File: src/rtl/ctrl_pipe.sv
// Control-side pipeline for a five-stage core: carries decoded control through EX/MEM/WB,
// detects load-use hazards and produces the EX operand forwarding selects.
module ctrl_pipe #(
   parameter int CTRL_W = 8,
   parameter int REG_AW = 5
) (
   input  logic              clk_i,
   input  logic              rst_i,
   input  logic [CTRL_W-1:0] ctrl_i,
   input  logic [REG_AW-1:0] rd_i,
   input  logic [REG_AW-1:0] rs1_i,
   input  logic [REG_AW-1:0] rs2_i,
   input  logic              freeze_i,
   output logic              stall_o,
   output logic [1:0]        ex_aluop_o,
   output logic              ex_alusrc_o,
   output logic              mem_memread_o,
   output logic              mem_memwrite_o,
   output logic              wb_regwrite_o,
   output logic              wb_memtoreg_o,
   output logic [REG_AW-1:0] wb_rd_o,
   output logic [1:0]        fwd_a_o,
   output logic [1:0]        fwd_b_o
);

   // ID/EX
   logic [1:0]        idex_aluop;
   logic              idex_alusrc;
   logic              idex_regwrite;
   logic              idex_memtoreg;
   logic              idex_memread;
   logic              idex_memwrite;
   logic [REG_AW-1:0] idex_rd;
   logic [REG_AW-1:0] idex_rs1;
   logic [REG_AW-1:0] idex_rs2;

   // EX/MEM
   logic              exmem_regwrite;
   logic              exmem_memtoreg;
   logic              exmem_memread;
   logic              exmem_memwrite;
   logic [REG_AW-1:0] exmem_rd;

   // MEM/WB
   logic              memwb_regwrite;
   logic              memwb_memtoreg;
   logic [REG_AW-1:0] memwb_rd;

   // Branch resolves in ID, so bit 0 never enters the pipe.
   logic unused_branch;
   assign unused_branch = ctrl_i[0];

   assign stall_o = idex_memread && (idex_rd != '0) &&
                    ((idex_rd == rs1_i) || (idex_rd == rs2_i));

   always_ff @(posedge clk_i) begin
      if (!rst_i) begin
         idex_aluop     <= '0;
         idex_alusrc    <= 1'b0;
         idex_regwrite  <= 1'b0;
         idex_memtoreg  <= 1'b0;
         idex_memread   <= 1'b0;
         idex_memwrite  <= 1'b0;
         idex_rd        <= '0;
         idex_rs1       <= '0;
         idex_rs2       <= '0;
         exmem_regwrite <= 1'b0;
         exmem_memtoreg <= 1'b0;
         exmem_memread  <= 1'b0;
         exmem_memwrite <= 1'b0;
         exmem_rd       <= '0;
         memwb_regwrite <= 1'b0;
         memwb_memtoreg <= 1'b0;
         memwb_rd       <= '0;
      end else if (!freeze_i) begin
         if (stall_o) begin
            idex_aluop    <= '0;
            idex_alusrc   <= 1'b0;
            idex_regwrite <= 1'b0;
            idex_memtoreg <= 1'b0;
            idex_memread  <= 1'b0;
            idex_memwrite <= 1'b0;
            idex_rd       <= '0;
            idex_rs1      <= '0;
            idex_rs2      <= '0;
         end else begin
            idex_aluop    <= ctrl_i[7:6];
            idex_alusrc   <= ctrl_i[5];
            idex_regwrite <= ctrl_i[4];
            idex_memtoreg <= ctrl_i[3];
            idex_memread  <= ctrl_i[2];
            idex_memwrite <= ctrl_i[1];
            idex_rd       <= rd_i;
            idex_rs1      <= rs1_i;
            idex_rs2      <= rs2_i;
         end
         exmem_regwrite <= idex_regwrite;
         exmem_memtoreg <= idex_memtoreg;
         exmem_memread  <= idex_memread;
         exmem_memwrite <= idex_memwrite;
         exmem_rd       <= idex_rd;
         memwb_regwrite <= exmem_regwrite;
         memwb_memtoreg <= exmem_memtoreg;
         memwb_rd       <= exmem_rd;
      end
   end

   assign ex_aluop_o     = idex_aluop;
   assign ex_alusrc_o    = idex_alusrc;
   assign mem_memread_o  = exmem_memread;
   assign mem_memwrite_o = exmem_memwrite;
   assign wb_regwrite_o  = memwb_regwrite;
   assign wb_memtoreg_o  = memwb_memtoreg;
   assign wb_rd_o        = memwb_rd;

   // EX/MEM is checked first so the most recent producer wins.
   always_comb begin
      fwd_a_o = 2'b00;
      if (exmem_regwrite && (exmem_rd != '0) && (exmem_rd == idex_rs1))
         fwd_a_o = 2'b10;
      else if (memwb_regwrite && (memwb_rd != '0) && (memwb_rd == idex_rs1))
         fwd_a_o = 2'b01;
   end

   always_comb begin
      fwd_b_o = 2'b00;
      if (exmem_regwrite && (exmem_rd != '0) && (exmem_rd == idex_rs2))
         fwd_b_o = 2'b10;
      else if (memwb_regwrite && (memwb_rd != '0) && (memwb_rd == idex_rs2))
         fwd_b_o = 2'b01;
   end

endmodule

File: config.mk
export PLATFORM = sky130hd
export DESIGN_NAME = ctrl_pipe
export DESIGN_NICKNAME = d
export VERILOG_FILES = /design/src/rtl/ctrl_pipe.sv
export SDC_FILE = /design/constraint.sdc
export NUM_CORES = 1
export LEC_CHECK = 0
export ABC_CLOCK_PERIOD_IN_PS = 2600
export CAP_MARGIN = 20
export CORE_MARGIN = 3
export CORE_UTILIZATION = 45
export CTS_CLUSTER_DIAMETER = 50
export CTS_CLUSTER_SIZE = 8
export DETAILED_ROUTE_END_ITERATION = 10
export GPL_TIMING_DRIVEN = 0
export MAX_ROUTING_LAYER = met4
export PLACE_DENSITY = 0.71
export SETUP_SLACK_MARGIN = 0.3
export SYNTH_ARGS = -nofsm -noshare
export SYNTH_HDL_FRONTEND = slang
export SYNTH_SLANG_ARGS = --single-unit
File: constraint.sdc
create_clock -name clk_i -period 2.6 [get_ports clk_i]
set_clock_uncertainty 0.15 [all_clocks]
set_input_delay 0.65 -clock clk_i [delete_from_list [all_inputs] [get_ports clk_i]]
set_output_delay 0.65 -clock clk_i [all_outputs]
set_load 0.03 [all_outputs]
## After elaboration in Yosys (flattened, before gate mapping)

Cells that the tools add are included.

- Flip-flop bits (word level): 38
- Input bits: 26
- Output and inout bits: 17
- Logic and storage cells: 48

- Equality and inequality tests: 6
- Muxes and demuxes: 13
- Reductions and logical operators: 12

Operator list:

| operator | count |
|---|---|
| equality test 5 bit | 6 |
| two-way mux 5 bit | 3 |
| nonzero test 5 bit | 3 |
| logical AND 1 bit | 8 |
| two-way mux 1 bit | 7 |
| two-way mux 2 bit | 3 |
| logical OR 1 bit | 1 |

## Longest topological paths before layout

- Word-level depth: 5
- Depth in mapped cells: 5
- Gate-level depth less buffers: 4

## Worst setup path after synthesis

No wires, ideal clock.

- Kind: register to output
- Start point: register memwb_rd[1] (netlist: wb_rd_o[1])
- End point: output port fwd_b_o[0]
- Arrival: 1.880 ns
- Required time: 1.800 ns
- Slack: -0.080 ns
- Stages on the path, launching flop included: 5
- Buffers on the path: 0
- Cells stage by stage: dfxtp_1 > or4_1 > o21ai_1 > or4_1 > nor4_2

- Longest elaborated chain between the ends: 5
- Elaborated cells between the ends (all ways): 6
- Classes of those cells: 1 x eq/ne; 2 x mux; 3 x reduce/logical

RTL lines:

| element | RTL line | source |
|---|---|---|
| start, declared | 47 | `logic [REG_AW-1:0] memwb_rd;` |
| start signal, assigned | 104 | `memwb_rd <= exmem_rd;` |
| nonzero test 5 bit | 129 | `else if (memwb_regwrite && (memwb_rd != '0) && (memwb_rd == idex_rs2))` |
| logical AND 1 bit | 129 |  |
| logical AND 1 bit (*) | 129 |  |
| two-way mux 1 bit (*) | 129 |  |
| two-way mux 2 bit (*) | 127 | `if (exmem_regwrite && (exmem_rd != '0) && (exmem_rd == idex_rs2))` |
| end, declared | 23 | `output logic [1:0] fwd_b_o` |

Every way passes the cells marked *; elsewhere a longest branch is shown, timed or not.

## Worst setup path after layout

Same ends and word-level chain as after synthesis.

==> qor.yml <==
place:
  gp_congestion: 0.892
  io_buffer_count: 39
  dp_cells: 317
  dp_hpwl_mm: 3.76
finish:
  antennaDiodeCount: 0
  syn_to_final_growth_pct: 36.8
  fin_cells: 344
  finish.utilization: 0.649
  fillers: 365
  final_cell_mix: "24 x nand3_1, 24 x clkdlybuf4s50_1"
  final_nets: 317
  drive_gt1_frac: 0.264
route:
  drt_pass1_iterations: 4
  ant_nets: 0
  num_vias: 1884
  drc: 0
  wirelength_mm: 5.35
  drt_iter0_markers: 115
  wl_per_cell_um: 15.6
  via_per_inst: 5.48
setup_path:
  critPathSlowestCell: "or4_4"
  worstPathCellList: "or4_1 > o21ai_1 > or4_4 > nor4_4 > buf_4"
  critPathMaxFanout: 4
  max_stage_delay_ns: 0.55
  worstPathArrival_ns: 1.79
  crit_buf_inv: 1
  cp.required_ns: 1.80
  crit_family: "simple AND/OR/NAND/NOR gates"
  cp-start-kind: "flip-flop"
  path_class: "reg2out"
  end_kind: "primary output"
power:
  p_leak_nw: 1.09
  vdd_drop_max_v: 0.000309
  power_density_nw_per_um2: 511
floorplan:
  core-area_um2: 4440
  initial_core_util: 0.475
  dieWidth_um: 74.5
  row_count: 24
  dieArea_um2: 5550
  die_h_um: 74.5
  pin_count: 43
global_routing:
  grt_max_degree: 12
  grt_pass1_vias: 1761
  grt_usage: 0.213
  grt_overflow_total: 0
  grt_pass1_wl_mm: 8.80
  antenna_found_initial: 0
job:
  drv_cap: 0
synth:
  yosysSeqAreaShare: 0.360
  yosys_warnings: 0
  avgSynthCellArea_um2: 9.34
  synth_cells: 226
  synth_nets: 252
  ys_ff_latch: 38
  syn_area_um2: 2110
  ys_types: 20
clock_tree:
  clk_latency_ns: 0.29
  root_buffer: "clkbuf_8"
  cts_made_buffers: 5
  cts_hold_buf: 0
  clockBufferDepth: 2
  cts_tree: "done"
  htree_num_levels: 2
  cts.clk_slew.worst_paths_ns: 0.07
  clock-sinks: 38
sta:
  timing.final.crit_share: 0.995
  fin_crit_ns: 2.59
  rsz0062_at_grt: "yes"
  hold_viol: 0
  relSlewSlack: 0.658
  fmax_ghz: 0.387
  report.final.slew_viol_count: 0
  worst_pin_slew_ns: 0.512
  whs_ns: 0.354
  setup_viol: 0
min_path:
  min_path_type: "reg2reg"
status:
  status: "completed"
[stage by stage]
| stage | TNS (ns) | setup slack [ns] | cell area [µm²] | power [W] |
|---|---|---|---|---|
| 3_5_place_dp | -1.55 | -0.883 | 2610 | 0.00104 |
| 2_1_floorplan | 0 | 0.122 | 2150 | 0.000919 |
| 3_3_place_gp | -1.47 | -0.848 | 2610 | 0.00103 |
| 6_report | 0 | 0.0128 | 2890 | 0.00147 |
| 5_1_grt | -0.105 | -0.0601 | 2890 | 0.00154 |
| 4_1_cts | 0 | 0.00386 | 2800 | 0.00145 |
[logic make-up after synthesis]
family                 Yosys count  synth area share
XOR/XNOR                        30             0.124
AND/OR/NAND/NOR                 98             0.302
buffers and inverters           18            0.0415
AO/OA/AOI/OAI                   26            0.0954
multiplexers                    16            0.0759
flip-flops                      38             0.360
[report_power, final]
part	switching, W	leakage [nW]	total [W]	internal (W)
Sequential	0.0000635	0.323	0.000696	0.000632
Clock	0.000198	0.0426	0.000382	0.000184
Combinational	0.000194	0.726	0.000396	0.000202
[synth_stat cells]
| master | count | area [µm²] |
|---|---|---|
| buf_2 | 4 | 20.0 |
| buf_6 | 2 | 22.5 |
| clkbuf_1 | 12 | 45.0 |
| dfxtp_1 | 38 | 761 |
| mux2i_1 | 16 | 160 |
| nand2_1 | 2 | 7.51 |
| nand2b_1 | 22 | 138 |
| nand3_1 | 26 | 130 |
| nand3b_1 | 22 | 165 |
| nor2b_1 | 17 | 106 |
| nor4_2 | 4 | 50.1 |
| o211ai_1 | 22 | 165 |
| o21ai_1 | 1 | 5.00 |
| o21ai_2 | 1 | 8.76 |
| o21ai_4 | 1 | 16.3 |
| o22ai_1 | 1 | 6.26 |
| or4_1 | 4 | 30.0 |
| or4_4 | 1 | 11.3 |
| xnor2_1 | 16 | 140 |
| xor2_1 | 14 | 123 |
[flip-flops by register name, summed over array words and instances, names as in the netlist]
register and cells:
mem_memread_o 1, exmem_regwrite 1, exmem_rd 5, wb_memtoreg_o 1
ex_alusrc_o 1, idex_rd 5, idex_memwrite 1, ex_aluop_o 2
idex_memtoreg 1, idex_memread 1, idex_rs1 5, wb_rd_o 5
exmem_memtoreg 1, idex_regwrite 1, idex_rs2 5, wb_regwrite_o 1
mem_memwrite_o 1
[routing by layer]
layer | global-route usage | routed length [µm]
met3 | 0.0405 | 229
met1 | 0.281 | 2530
met2 | 0.343 | 2570
met5 | - | 0
met4 | 0.0415 | 27
[timing repair]
action | 4_1_cts | 5_1_grt
pin swaps | 12 | 19
buffers inserted | 10 | 9
endpoints found under the setup margin | 5 | 5
cloned | 0 | 0
gates resized for setup | 55 | 36
[worst register-to-register path: stages (launching register included)]
cell,delay [ns]
dfxtp_4,0.36
buf_4,0.14
xnor2_1,0.14
nand3_1,0.13
o22ai_4,0.22
buf_4,0.14
buf_4,0.13
buf_2,0.22
o211ai_1,0.13
[layout make-up]
cell class / count / area [µm²] / area share
Clock inverter: 2 / 8.76 / 0.00303
Sequential cell: 38 / 803 / 0.278
Clock buffer: 6 / 72.6 / 0.0251
Multi-Input combinational cell: 170 / 1360 / 0.472
Timing Repair Buffer: 58 / 487 / 0.169
Buffer: 18 / 87.6 / 0.0303
Tap cell: 52 / 65.1 / 0.0225
[path summary, 6_finish.rpt]
check / startpoint / end / slack (ns) / depth (start not counted)
hold reg to reg: idex_memwrite$_SDFFE_PN0N_ / idex_memwrite$_SDFFE_PN0N_ / 0.35 / 2
setup / recovery: wb_rd_o[1]$_SDFFE_PN0N_ / fwd_b_o[0] / 0.01 / 5
setup reg to reg: idex_rd[3]$_SDFFE_PN0N_ / idex_rs2[0]$_SDFFE_PN0N_ / 0.73 / 8
hold / removal: idex_memwrite$_SDFFE_PN0N_ / idex_memwrite$_SDFFE_PN0N_ / 0.35 / 2
No activity file was read; power rests on OpenSTA's default activity.
